==> src/rtl/regfile_pkg.sv <==
// Shared register-file constants and the debug-walker state encoding.
package regfile_pkg;

  localparam int REG_ADDR_W = 5;
  localparam int REG_DATA_W = 32;
  localparam int REG_COUNT  = 32;
  localparam logic [REG_ADDR_W-1:0] REG_ZERO = 5'd0;

  typedef enum logic [1:0] {
    ST_IDLE  = 2'd0,
    ST_FETCH = 2'd1,
    ST_SEND  = 2'd2
  } dump_state_e;

endpackage

==> src/rtl/regfile_dump_idx.sv <==
// Walk index for the register dump: range latch, next() with wrap and
// optional skip of register zero, and end-of-range detection.
module regfile_dump_idx
  import regfile_pkg::*;
#(
  parameter int ADDR_WIDTH = REG_ADDR_W,
  parameter bit SKIP_ZERO  = 1'b0
) (
  input  logic                  i_clk,
  input  logic                  i_rst,
  input  logic                  i_load,
  input  logic [ADDR_WIDTH-1:0] i_first,
  input  logic [ADDR_WIDTH-1:0] i_last,
  input  logic                  i_advance,
  output logic [ADDR_WIDTH-1:0] o_idx,
  output logic [ADDR_WIDTH-1:0] o_idx_next,
  output logic                  o_is_last,
  output logic                  o_empty
);

  localparam logic [ADDR_WIDTH-1:0] IDX_ZERO = {ADDR_WIDTH{1'b0}};
  localparam logic [ADDR_WIDTH-1:0] IDX_ONE  = {{(ADDR_WIDTH-1){1'b0}}, 1'b1};
  localparam logic [ADDR_WIDTH-1:0] IDX_ONES = {ADDR_WIDTH{1'b1}};

  logic [ADDR_WIDTH-1:0] r_idx;
  logic [ADDR_WIDTH-1:0] r_last;
  logic [ADDR_WIDTH-1:0] w_first_eff;
  logic [ADDR_WIDTH-1:0] w_last_eff;

  function automatic logic [ADDR_WIDTH-1:0] next_idx(input logic [ADDR_WIDTH-1:0] idx);
    logic [ADDR_WIDTH-1:0] n;
    n = idx + IDX_ONE;
    if (SKIP_ZERO && (n == IDX_ZERO)) begin
      n = IDX_ONE;
    end
    return n;
  endfunction

  // A last index of zero cannot be reached when zero is skipped, so the walk
  // ends at the top register instead; first=last=0 is an empty range.
  assign w_first_eff = (SKIP_ZERO && (i_first == IDX_ZERO)) ? IDX_ONE  : i_first;
  assign w_last_eff  = (SKIP_ZERO && (i_last  == IDX_ZERO)) ? IDX_ONES : i_last;
  assign o_empty     = SKIP_ZERO && (i_first == IDX_ZERO) && (i_last == IDX_ZERO);

  assign o_idx      = r_idx;
  assign o_idx_next = next_idx(r_idx);
  assign o_is_last  = (r_idx == r_last);

  always_ff @(posedge i_clk) begin
    if (i_rst) begin
      r_idx  <= IDX_ZERO;
      r_last <= IDX_ZERO;
    end else if (i_load) begin
      r_idx  <= w_first_eff;
      r_last <= w_last_eff;
    end else if (i_advance) begin
      r_idx  <= o_idx_next;
    end else begin
      r_idx  <= r_idx;
      r_last <= r_last;
    end
  end

endmodule

==> src/rtl/regfile_dump_reader.sv <==
// Debug reader that streams a range of the register file as (addr, data)
// beats on a valid/ready interface through one combinational read port.
module regfile_dump_reader
  import regfile_pkg::*;
#(
  parameter int DATA_WIDTH = REG_DATA_W,
  parameter int ADDR_WIDTH = REG_ADDR_W,
  parameter bit SKIP_ZERO  = 1'b0
) (
  input  logic                  i_clk,
  input  logic                  i_rst,
  input  logic                  i_start,
  input  logic [ADDR_WIDTH-1:0] i_first_reg,
  input  logic [ADDR_WIDTH-1:0] i_last_reg,
  input  logic                  i_abort,
  output logic [ADDR_WIDTH-1:0] o_rd_addr,
  input  logic [DATA_WIDTH-1:0] i_rd_data,
  output logic                  o_out_valid,
  input  logic                  i_out_ready,
  output logic [ADDR_WIDTH-1:0] o_out_addr,
  output logic [DATA_WIDTH-1:0] o_out_data,
  output logic                  o_busy,
  output logic                  o_done
);

  dump_state_e           r_state;
  logic                  r_out_valid;
  logic [ADDR_WIDTH-1:0] r_out_addr;
  logic [DATA_WIDTH-1:0] r_out_data;
  logic                  r_busy;
  logic                  r_done;

  logic [ADDR_WIDTH-1:0] w_idx;
  logic [ADDR_WIDTH-1:0] w_idx_next;
  logic                  w_is_last;
  logic                  w_empty;
  logic                  w_load;
  logic                  w_advance;

  assign w_load    = (r_state == ST_IDLE) && i_start && !w_empty;
  assign w_advance = (r_state == ST_SEND) && i_out_ready && !i_abort && !w_is_last;

  regfile_dump_idx #(
    .ADDR_WIDTH (ADDR_WIDTH),
    .SKIP_ZERO  (SKIP_ZERO)
  ) u_idx (
    .i_clk      (i_clk),
    .i_rst      (i_rst),
    .i_load     (w_load),
    .i_first    (i_first_reg),
    .i_last     (i_last_reg),
    .i_advance  (w_advance),
    .o_idx      (w_idx),
    .o_idx_next (w_idx_next),
    .o_is_last  (w_is_last),
    .o_empty    (w_empty)
  );

  // Look ahead one register during a handshake so back-to-back beats need no bubble.
  always_comb begin
    o_rd_addr = w_idx;
    if ((r_state == ST_SEND) && i_out_ready) begin
      o_rd_addr = w_idx_next;
    end else begin
      o_rd_addr = w_idx;
    end
  end

  always_ff @(posedge i_clk) begin
    if (i_rst) begin
      r_state     <= ST_IDLE;
      r_out_valid <= 1'b0;
      r_out_addr  <= {ADDR_WIDTH{1'b0}};
      r_out_data  <= {DATA_WIDTH{1'b0}};
      r_busy      <= 1'b0;
      r_done      <= 1'b0;
    end else begin
      r_done <= 1'b0;
      case (r_state)
        ST_IDLE: begin
          if (i_start && w_empty) begin
            r_done <= 1'b1;
          end else if (i_start) begin
            r_busy  <= 1'b1;
            r_state <= ST_FETCH;
          end else begin
            r_state <= ST_IDLE;
          end
        end
        ST_FETCH: begin
          if (i_abort) begin
            r_out_valid <= 1'b0;
            r_busy      <= 1'b0;
            r_state     <= ST_IDLE;
          end else begin
            r_out_data  <= i_rd_data;
            r_out_addr  <= w_idx;
            r_out_valid <= 1'b1;
            r_state     <= ST_SEND;
          end
        end
        ST_SEND: begin
          if (i_abort) begin
            r_out_valid <= 1'b0;
            r_busy      <= 1'b0;
            r_state     <= ST_IDLE;
          end else if (i_out_ready && w_is_last) begin
            r_out_valid <= 1'b0;
            r_busy      <= 1'b0;
            r_done      <= 1'b1;
            r_state     <= ST_IDLE;
          end else if (i_out_ready) begin
            r_out_data <= i_rd_data;
            r_out_addr <= w_idx_next;
          end else begin
            r_state <= ST_SEND;
          end
        end
        default: begin
          r_out_valid <= 1'b0;
          r_busy      <= 1'b0;
          r_state     <= ST_IDLE;
        end
      endcase
    end
  end

  assign o_out_valid = r_out_valid;
  assign o_out_addr  = r_out_addr;
  assign o_out_data  = r_out_data;
  assign o_busy      = r_busy;
  assign o_done      = r_done;

endmodule

==> config.mk <==
export PLATFORM = sky130hd
export DESIGN_NAME = regfile_dump_reader
export DESIGN_NICKNAME = d
export VERILOG_FILES = /design/src/rtl/regfile_pkg.sv /design/src/rtl/regfile_dump_idx.sv /design/src/rtl/regfile_dump_reader.sv
export SDC_FILE = /design/constraint.sdc
export NUM_CORES = 1
export LEC_CHECK = 0
export BUFFER_PORTS_ARGS = -buffer_cell sky130_fd_sc_hd__buf_2
export CAP_MARGIN = 25
export CORE_UTILIZATION = 45
export CTS_BUF_LIST = sky130_fd_sc_hd__clkbuf_4 sky130_fd_sc_hd__clkbuf_8 sky130_fd_sc_hd__clkbuf_16
export DETAILED_ROUTE_END_ITERATION = 6
export GPL_TIMING_DRIVEN = 0
export PLACE_DENSITY = 0.71
export SKIP_LAST_GASP = 1
export SYNTH_ARGS = -nofsm -noshare
export SYNTH_HDL_FRONTEND = slang
export SYNTH_SLANG_ARGS = --single-unit
==> constraint.sdc <==
create_clock -name i_clk -period 3.8 [get_ports i_clk]
set_input_delay 0.57 -clock i_clk [delete_from_list [all_inputs] [get_ports i_clk]]
set_output_delay 0.57 -clock i_clk [all_outputs]
set_load 0.02 [all_outputs]
# == After elaboration in Yosys (flattened, before gate mapping) ==
# Cells that the tools add are included.
# totals
output_inout_bits,45
in_bits,47
reg_bits,52
wordCells,63
# classes
n_addsub,1
eq_ne,11
reduce_logical,14
muxes,27
bitwise,2
# op_table
cell,count
$mux 32,4
$pmux 32 s2,1
$mux 5,7
$ne 2x2->1 const B,6
$pmux 5 s2,1
$mux 2,4
$mux 1,7
$pmux 1 s3,2
$pmux 2 s3,1
$add 5x1->5 const B,1
$eq 5x5->1,1
$logic_and 1x1->1,5
$reduce_and 5->1,1
$ne 4x3->1 const B,1
$reduce_bool 2->1,2
$ne 3x2->1 const B,1
$reduce_and 3->1,1
$reduce_or 3->1,1
$eq 2x1->1 const B,1
$eq 2x2->1 const B,1
$logic_not 1->1,2
$logic_not 2->1,1
$not 1->1,2
$reduce_and 2->1,1

# == Depth between registers and ports, before layout ==
# Gate-level depths: netlist of the first run.
# logic_depth
word_depth,6
mapped_depth,6
ltp_nobuf,5

# == Cells and area by module ==
# A second synthesis of the first run with hierarchy kept.
# hier_totals
hier_cells,261
hier_area_um2,2223.4
# by_module_without_submodules
module,cells_per_inst,n_inst,area_each_um2,seq_area_each_um2
regfile_dump_reader,200,1,1669.1,840.8
regfile_dump_idx,61,1,554.3,200.2

# == Worst setup path before layout of the first run ==
# OpenSTA, ideal clock, no wires.
# synth_timing
kind,input to output
start,input port i_out_ready
end,output port o_rd_addr[1]
path_stages,2
required_ps,3230
path_buffers,0
path_slack_ps,1926
t_arrival_ps,1304
path_cell_list,nand3b_1 > o21ai_0
# synth_via
elab_chain_cells,2
# synth_rtl
item,line_no,text
"start, declared",regfile_dump_reader.sv:19,"input logic i_out_ready,"
$logic_and 1x1->1,regfile_dump_reader.sv:62,if ((r_state == ST_SEND) && i_out_ready) begin
$mux 5,regfile_dump_reader.sv:62,
"end, declared",regfile_dump_reader.sv:16,"output logic [ADDR_WIDTH-1:0] o_rd_addr,"
# Every way passes these cells.

# == Final worst setup path of the first run ==
# layout_timing
start,register u_idx.r_idx[1] (netlist: u_idx.o_idx[1])
end,output port o_rd_addr[4]
# layout_via
elab_chain_cells,2
# layout_rtl
item,line_no,text
"start, declared",regfile_dump_idx.sv:25,logic [ADDR_WIDTH-1:0] r_idx;
"start signal, assigned",regfile_dump_idx.sv:54,r_idx <= w_first_eff;
"start signal, assigned",regfile_dump_idx.sv:57,r_idx <= o_idx_next;
"start signal, assigned",regfile_dump_idx.sv:59,r_idx <= r_idx;
$add 5x1->5,regfile_dump_idx.sv:32,n = idx + IDX_ONE;
$mux 5,regfile_dump_reader.sv:62,
# Every way passes these cells.

==> results of run 1 <==
==> layer usage <==
| metal | track usage [%] | up-vias |
|---|---|---|
| met1 | 28.5 | 1008 |
| met2 | 31.5 | 68 |
| met4 | 6.92 | 0 |
| met3 | 5.60 | 10 |
| li1 | - | 1176 |
| met5 | 0 | - |
==> logic make-up after synthesis <==
family                   after synthesis  share of synthesized area [%]
adder cells (fa/ha/maj)                1                          0.495
multiplexers                          36                           14.3
AO/OA/AOI/OAI                         46                           13.7
XOR/XNOR                              11                           4.41
flip-flops                            52                           41.2
AND/OR/NAND/NOR                      116                           20.5
buffers and inverters                 27                           5.35
==> final timing paths <==
path,start,cells past startpoint,to
max reg2reg,u_idx.o_idx[0],6,o_out_data[8]
min,o_out_data[7],2,o_out_data[7]
min reg2reg,o_out_data[7],2,o_out_data[7]
max,u_idx.o_idx[1],5,o_rd_addr[4]
==> critical path, cell delays in order, from the launching register on <==
cell     delay (ns)
dfxtp_1        0.45
ha_1           0.29
nand3_1        0.17
nor2_1         0.15
xor2_1         0.18
buf_2          0.19
==> power by group through the flow <==
stage | Sequential [W] | Clock (W) | Combinational [W]
2_1_floorplan | 0.000620 | 0 | 0.000154
3_3_place_gp | 0.000598 | 0 | 0.000252
3_5_place_dp | 0.000599 | 0 | 0.000256
4_1_cts | 0.000587 | 0.000395 | 0.000256
5_1_grt | 0.000590 | 0.000423 | 0.000280
6_report | 0.000587 | 0.000389 | 0.000255
==> registers in the layout (all words and copies together), names as in the netlist <==
name / count
o_out_valid: 1
o_busy: 1
o_done: 1
u_idx.r_last: 5
u_idx.o_idx: 5
r_state: 2
o_out_data: 32
o_out_addr: 5
==> metrics by stage <==
step	hold slack [ns]	worst slack [ns]	power [W]
global route	0.478	1.34	0.00129
CTS	0.461	1.49	0.00124
detailed placement	0.447	1.68	0.000855
floorplan	0.448	1.93	0.000774
global placement	0.440	1.68	0.000850
finish	0.460	1.51	0.00123
==> area by class of cell <==
cell class                 count  area, um^2
clock buffer                   5        68.8
sequential                    52        1040
multi-input combinational    210        1350
timing repair buffer          90         450
clock inverter                 3        46.3
fill                         509        2090
buffer                        23         120
inverter                       4        15.0
tap                           70        87.6
==> cell usage in the layout, fill, tap and decap left out, types with 3 or more instances in the layout <==
cell type,synthesis,final
buf_2,3,93
nand2_1,83,83
dfxtp_1,52,52
mux2i_1,35,35
clkbuf_1,14,14
nor2_1,8,8
xnor2_1,6,6
o21ai_0,6,6
a21oi_1,6,6
nor3_1,6,6
a211oi_1,5,5
clkbuf_8,0,5
buf_4,4,4
o21ai_1,4,4
o21a_1,4,4
xor2_1,3,3
inv_1,3,3
nor3b_1,3,3
a211oi_2,3,3
==> results.ini, run 1 <==
[run_status]
status=finished, final reports clean

[cts]
cts_made_buffers=5
root_buffer=clkbuf_8
cts_sinks=52
ctsResizeCount=0
clk_latency_ns=0.30
cts_tree=built
cts_setup_buffers=0
h-tree-depth=2
clk_path_buf_depth=2
ctsHoldBuffers=0
clk_pin_slew_ns=0.09

[drt]
vias=2262
drc=0
drt_wl_total_um=5840
wl_met3_um=300
antenna_left=0
wl_met2_um=2600
wl_per_cell_um=12.8
firstDrtPassIters=4
viasPerCell=4.95
drtIter0Drc=120
met1Wirelength_um=2820
topRoutingLayerUsed=met4

[power_and_ir_drop]
cellInternalPower_w=0.000871
ir_worst_vdd_uv=234
power_leakage_nw=1.43
powerDensity_nw_per_um2=387
switchingPower_w=0.000360
pwr-share-comb_pct=20.8
power_frac_seq_pct=47.7
clkPwrFrac_pct=31.6
swShare_pct=29.2

[cells_and_area]
area_delta_synth_final_pct=25.9
final_nets=434
final_core_util_pct=60.3
n_antenna_cell=0
finalNonFillerCells=457
drive_gt1_share_pct=30.0
stdcell_area_um2=3180

[synthesis]
yosys_register_bits=52
synth-main-ff-cell=dfxtp_1
syn-mean-instance-area_um2=8.74
synth.distinct_cells=50
synth_commonest_cells=nand2_1 (83), dfxtp_1 (52), mux2i_1 (35)
syn_nets=337
yosys.area.top_type_share_pct=41.2
yosysWarnings=0
synth_edf_count=0
yosys.area.top_type=dfxtp_1
synthTopCellsByArea=dfxtp_1 (41%), mux2i_1 (14%), nand2_1 (12%), clkbuf_1 (2.1%), xnor2_1 (2.1%)
yosysSeqAreaShare_pct=41.2
synth_cells=289
async_flop_share_pct=0
syn_area_um2=2530
synth.most_common_cell=nand2_1

[timing]
max_slew_margin_pct=65.9
final_hold_viol_count=0
finalClockSkew_ns=0.00898
worstMarginPinSlew_ns=0.511
fin_crit_ns=2.29
finalSetupViolations=0
fin_tns_setup_ns=0
fmax_mhz=436
drv_slew=0
period_share_pct=60.3
rsz0062_at_grt=no

[placed_design]
post-place-cells=449
placed_area_um2=3060
hpwl_um=4410
port_buffers=90
gp_congestion=0.801

[critical_path]
crit_path_start_kind=flip-flop
critPathKind=reg -> out
crit_fanout=6
worstSetupEndpointType=output port
crit_required_ns=3.23
r2r_slack_ns=2.06
cp.arrival_ns=1.72

[global_route]
grt_remaining_overflow=0
grt_max_degree=18
antenna_found_initial=0
grt_pass1_wl_um=9960
grt_usage_pct=20.8
grt_pass1_vias=2097

[floorplan]
start_util_pct=47.9
rows=26
die_w_um=76.9
die-area_um2=5920
die_h_um=76.9
num_io_pins=92
core_area_um2=5270

[flow_run]
maxCapViolCount=0

[min_path]
min-delay-path-class=reg -> reg

No activity file was read; power rests on OpenSTA's default activity.
==> run 2: changes to the inputs <==
--- a/config.mk
+++ b/config.mk
@@ -5,6 +5,7 @@
 export SDC_FILE = /design/constraint.sdc
 export NUM_CORES = 1
 export LEC_CHECK = 0
+export ABC_AREA = 1
 export BUFFER_PORTS_ARGS = -buffer_cell sky130_fd_sc_hd__buf_2
 export CAP_MARGIN = 25
 export CORE_UTILIZATION = 45
==> constraint.sdc (replaced) <==
create_clock -name i_clk -period 2.3 [get_ports i_clk]
set_input_delay 0.345 -clock i_clk [delete_from_list [all_inputs] [get_ports i_clk]]
set_output_delay 0.345 -clock i_clk [all_outputs]
set_load 0.02 [all_outputs]
==> run 2 against run 1 <==
  * Clock power is 120% higher
  * Via count rose by 9.0%
  * Register-to-register slack worse by 1.5 ns
  * Routed wire length fell by 3.7%
  * Worst hold slack worse by 0.20 ns
  * Largest cell class unchanged
  * Final area decreased by 0.35%
  * Sequential share of layout area is 0.12 points higher
  * Highest routed layer unchanged
  * Synthesized area fell by 2.4%
==> results.ini, run 2 <==
[run_status]
status=finished, final reports clean  ; unchanged

[cts]
cts_tree=built  ; unchanged
cts_setup_buffers=0  ; unchanged
cts_sinks=52  ; unchanged
ctsResizeCount=0  ; unchanged
ctsHoldBuffers=0  ; unchanged
clk_path_buf_depth=2  ; unchanged
clk_pin_slew_ns=0.10  ; was 0.09 ns
clk_latency_ns=0.30  ; about the same
root_buffer=clkbuf_8  ; unchanged
h-tree-depth=2  ; unchanged
cts_made_buffers=5  ; unchanged

[drt]
viasPerCell=4.43  ; was 4.95
antenna_left=0  ; unchanged
firstDrtPassIters=4  ; unchanged
drtIter0Drc=105  ; was 120
wl_per_cell_um=10.1  ; was 12.8 um
drc=0  ; unchanged
drt_wl_total_um=5620  ; was 5840 um
vias=2466  ; was 2,262

[min_path]
min_delay_worst_endpoint=o_out_data[20]  ; was o_out_data[7]
holdPathStages=3  ; was 2
min-delay-path-class=in -> reg  ; was reg -> reg
hp-start=i_rd_data[20]  ; was o_out_data[7]

[timing]
fin_crit_ns=2.04
fin_tns_setup_ns=0  ; unchanged
worstMarginPinSlew_ns=0.499  ; was 0.511 ns
drv_slew=0  ; unchanged
rsz0062_at_grt=no  ; unchanged
period_share_pct=88.7
final_hold_viol_count=0  ; unchanged
setup_ws_ns=0.261  ; was 1.51 ns
finalClockSkew_ns=0.00714  ; was 0.00898 ns
max_slew_margin_pct=66.7  ; was 65.9%
fmax_mhz=490
finalSetupViolations=0  ; unchanged

[synthesis]
synth_edf_count=0  ; unchanged
synth_commonest_cells=nand2_1 (109), nor2_1 (93), inv_1 (60)  ; was nand2_1 (83), dfxtp_1 (52), mux2i_1 (35)
syn_area_um2=2470  ; was 2530 um^2
yosys_register_bits=52  ; unchanged
yosys.area.top_type=dfxtp_1  ; unchanged
synth_cells=388  ; was 289
yosysSeqAreaShare_pct=42.2  ; was 41.2%
yosysWarnings=0  ; unchanged
yosys.area.top_type_share_pct=42.2  ; was 41.2%
synthTopCellsByArea=dfxtp_1 (42%), nand2_1 (17%), nor2_1 (14%), inv_1 (9.1%), o21ai_0 (3.9%)  ; was dfxtp_1 (41%), mux2i_1 (14%), nand2_1 (12%), clkbuf_1 (2.1%), xnor2_1 (2.1%)
synth.most_common_cell=nand2_1  ; unchanged
synth-main-ff-cell=dfxtp_1  ; unchanged
syn_nets=436  ; was 337
synth.distinct_cells=22  ; was 50
async_flop_share_pct=0  ; unchanged
syn-mean-instance-area_um2=6.36  ; was 8.74 um^2

[critical_path]
reg2reg_depth=10  ; was 6
critPathTopFamily=buffers and inverters  ; was flip-flops
path_cells=inv_1 -> nor2_4 -> inv_2 -> nor2_4 -> inv_1 -> o21ai_0 -> buf_2  ; was ha_1 -> nand3_1 -> nor2_1 -> xor2_1 -> buf_2
r2r_slack_ns=0.61  ; was 2.06 ns
critPathMaxStageDelay_ns=0.34  ; was 0.45 ns
r2r_start=u_idx.o_idx[0]  ; unchanged
crit_fanout=8  ; was 6
crit_path_start=r_state[1]  ; was u_idx.o_idx[1]
critPathKind=reg -> out  ; unchanged
r2r-end=o_out_data[25]  ; was o_out_data[8]
cpMaxStageDelayCell=dfxtp_1  ; unchanged
path_buf_inv=4  ; was 1
worstSetupEndpointType=output port  ; unchanged
crit_required_ns=1.96  ; was 3.23 ns
cp.arrival_ns=1.69  ; was 1.72 ns
crit_path_start_kind=flip-flop  ; unchanged

[cells_and_area]
largest_register_ffs=32  ; unchanged
final_core_util_pct=60.9  ; was 60.3%
num-fill-cells=529  ; was 509
mostFrequentLayoutCell=nand2_1  ; was buf_2
area_delta_synth_final_pct=28.5  ; was 25.9%
seq_area_um2=1040  ; unchanged
layout_common_cells=nand2_1 (109), buf_2 (101), nor2_1 (93)  ; was buf_2 (93), nand2_1 (83), dfxtp_1 (52)
drive_gt1_share_pct=24.2  ; was 30.0%
final_nets=534  ; was 434
stdcell_area_um2=3170  ; was 3180 um^2
n_antenna_cell=0  ; unchanged
multiInputGateArea_um2=1120  ; was 1350 um^2

[placed_design]
gp_congestion=0.827  ; was 0.801
hpwl_um=4150  ; was 4410 um
port_buffers=91  ; was 90
placed_area_um2=3010  ; was 3060 um^2
pre_cts_ws_ns=0.588  ; was 1.68 ns

[global_route]
grt_remaining_overflow=0  ; unchanged
antenna_found_initial=0  ; unchanged
grt_max_degree=17  ; was 18
grt_usage_pct=20.0  ; was 20.8%
grt_pass1_vias=2039  ; was 2,097
grt_pass1_wl_um=9310  ; was 9960 um

[floorplan]
core_area_um2=5200  ; was 5270 um^2
die_w_um=76.0  ; was 76.9 um
rows=26  ; unchanged
start_util_pct=47.4  ; was 47.9%
die-area_um2=5780  ; was 5920 um^2
die_h_um=76.0  ; was 76.9 um
num_io_pins=92  ; unchanged

[flow_run]
maxCapViolCount=0  ; unchanged

[power_and_ir_drop]
power_leakage_nw=1.82  ; was 1.43 nW
ir_worst_vdd_uv=351  ; was 234 uV
powerDensity_nw_per_um2=689  ; was 387 nW/um^2

[run 2: cell types whose count changed after synthesis, moves of 5 or more]
cell,previous run,this run
mux2i_1,35,0
buf_2,3,10
nor3_1,6,0
a211oi_1,5,0
inv_1,3,60
o21ai_0,6,19
a21oi_1,6,12
nand2_1,83,109
nand3_1,2,9
clkbuf_1,14,3
nor2_1,8,93
[run 2: cell type report]
| cell class | instances | share of cell area (%) |
|---|---|---|
| clock buffers | 5 | 2.17 |
| multi-input cells | 258 | 35.3 |
| flip-flops and latches | 52 | 32.9 |
| inverters | 62 | 7.35 |
| plain buffers | 16 | 2.29 |
| repair buffers | 91 | 14.4 |
| well taps | 70 | 2.76 |
| clock inverters | 3 | 2.84 |
[run 2: logic make-up (layout without fill, tap and decap cells)]
kind of cell	count (synthesis)	in the layout	share of synthesized area, %
and+or+nand+nor	218	218	35.5
buffers and inverters	78	177	12.4
DFF	52	52	42.2
AOI/OAI and AO/OA	32	32	6.65
xor gates and xnor gates	7	7	2.79
adders and majority gates	1	1	0.507
[run 2: power breakdown]
group / internal (W) / total [W] / switching, W
Sequential: 0.000949 / 0.000977 / 0.0000282
Combinational: 0.000131 / 0.000356 / 0.000226
Clock: 0.000544 / 0.000851 / 0.000307
[run 2: how the worst max path moves through the flow]
stage / to / depth (start not counted) / slack (ns)
2_1_floorplan: o_rd_addr[3] / 6 / 0.60
3_3_place_gp: o_rd_addr[3] / 7 / 0.60
3_5_place_dp: o_rd_addr[3] / 7 / 0.59
4_1_cts: o_rd_addr[3] / 7 / 0.24
5_1_grt: o_rd_addr[4] / 7 / 0.11
6_report: o_rd_addr[3] / 7 / 0.26
[run 2: through the flow]
stage | instances | hold WS, ns | total power (W)
6_report | 557 | 0.257 | 0.00218
5_1_grt | 557 | 0.244 | 0.00229
4_1_cts | 557 | 0.247 | 0.00220
3_5_place_dp | 549 | 0.464 | 0.00135
3_3_place_gp | 549 | 0.450 | 0.00135
2_1_floorplan | 388 | 0.423 | 0.00123
[run 2: routing by layer]
layer / routed length [um] / vias to the layer above / track usage (%)
met5: 0 / - / 0
li1: - / 1336 / -
met3: 360 / 6 / 4.79
met2: 2470 / 80 / 32.8
met4: 63 / 0 / 5.19
met1: 2730 / 1044 / 26.4
[run 2: tightest hold or removal path: stages]
cell,delay (ns)
buf_2,0.07
nor2_1,0.03
nor2_1,0.08
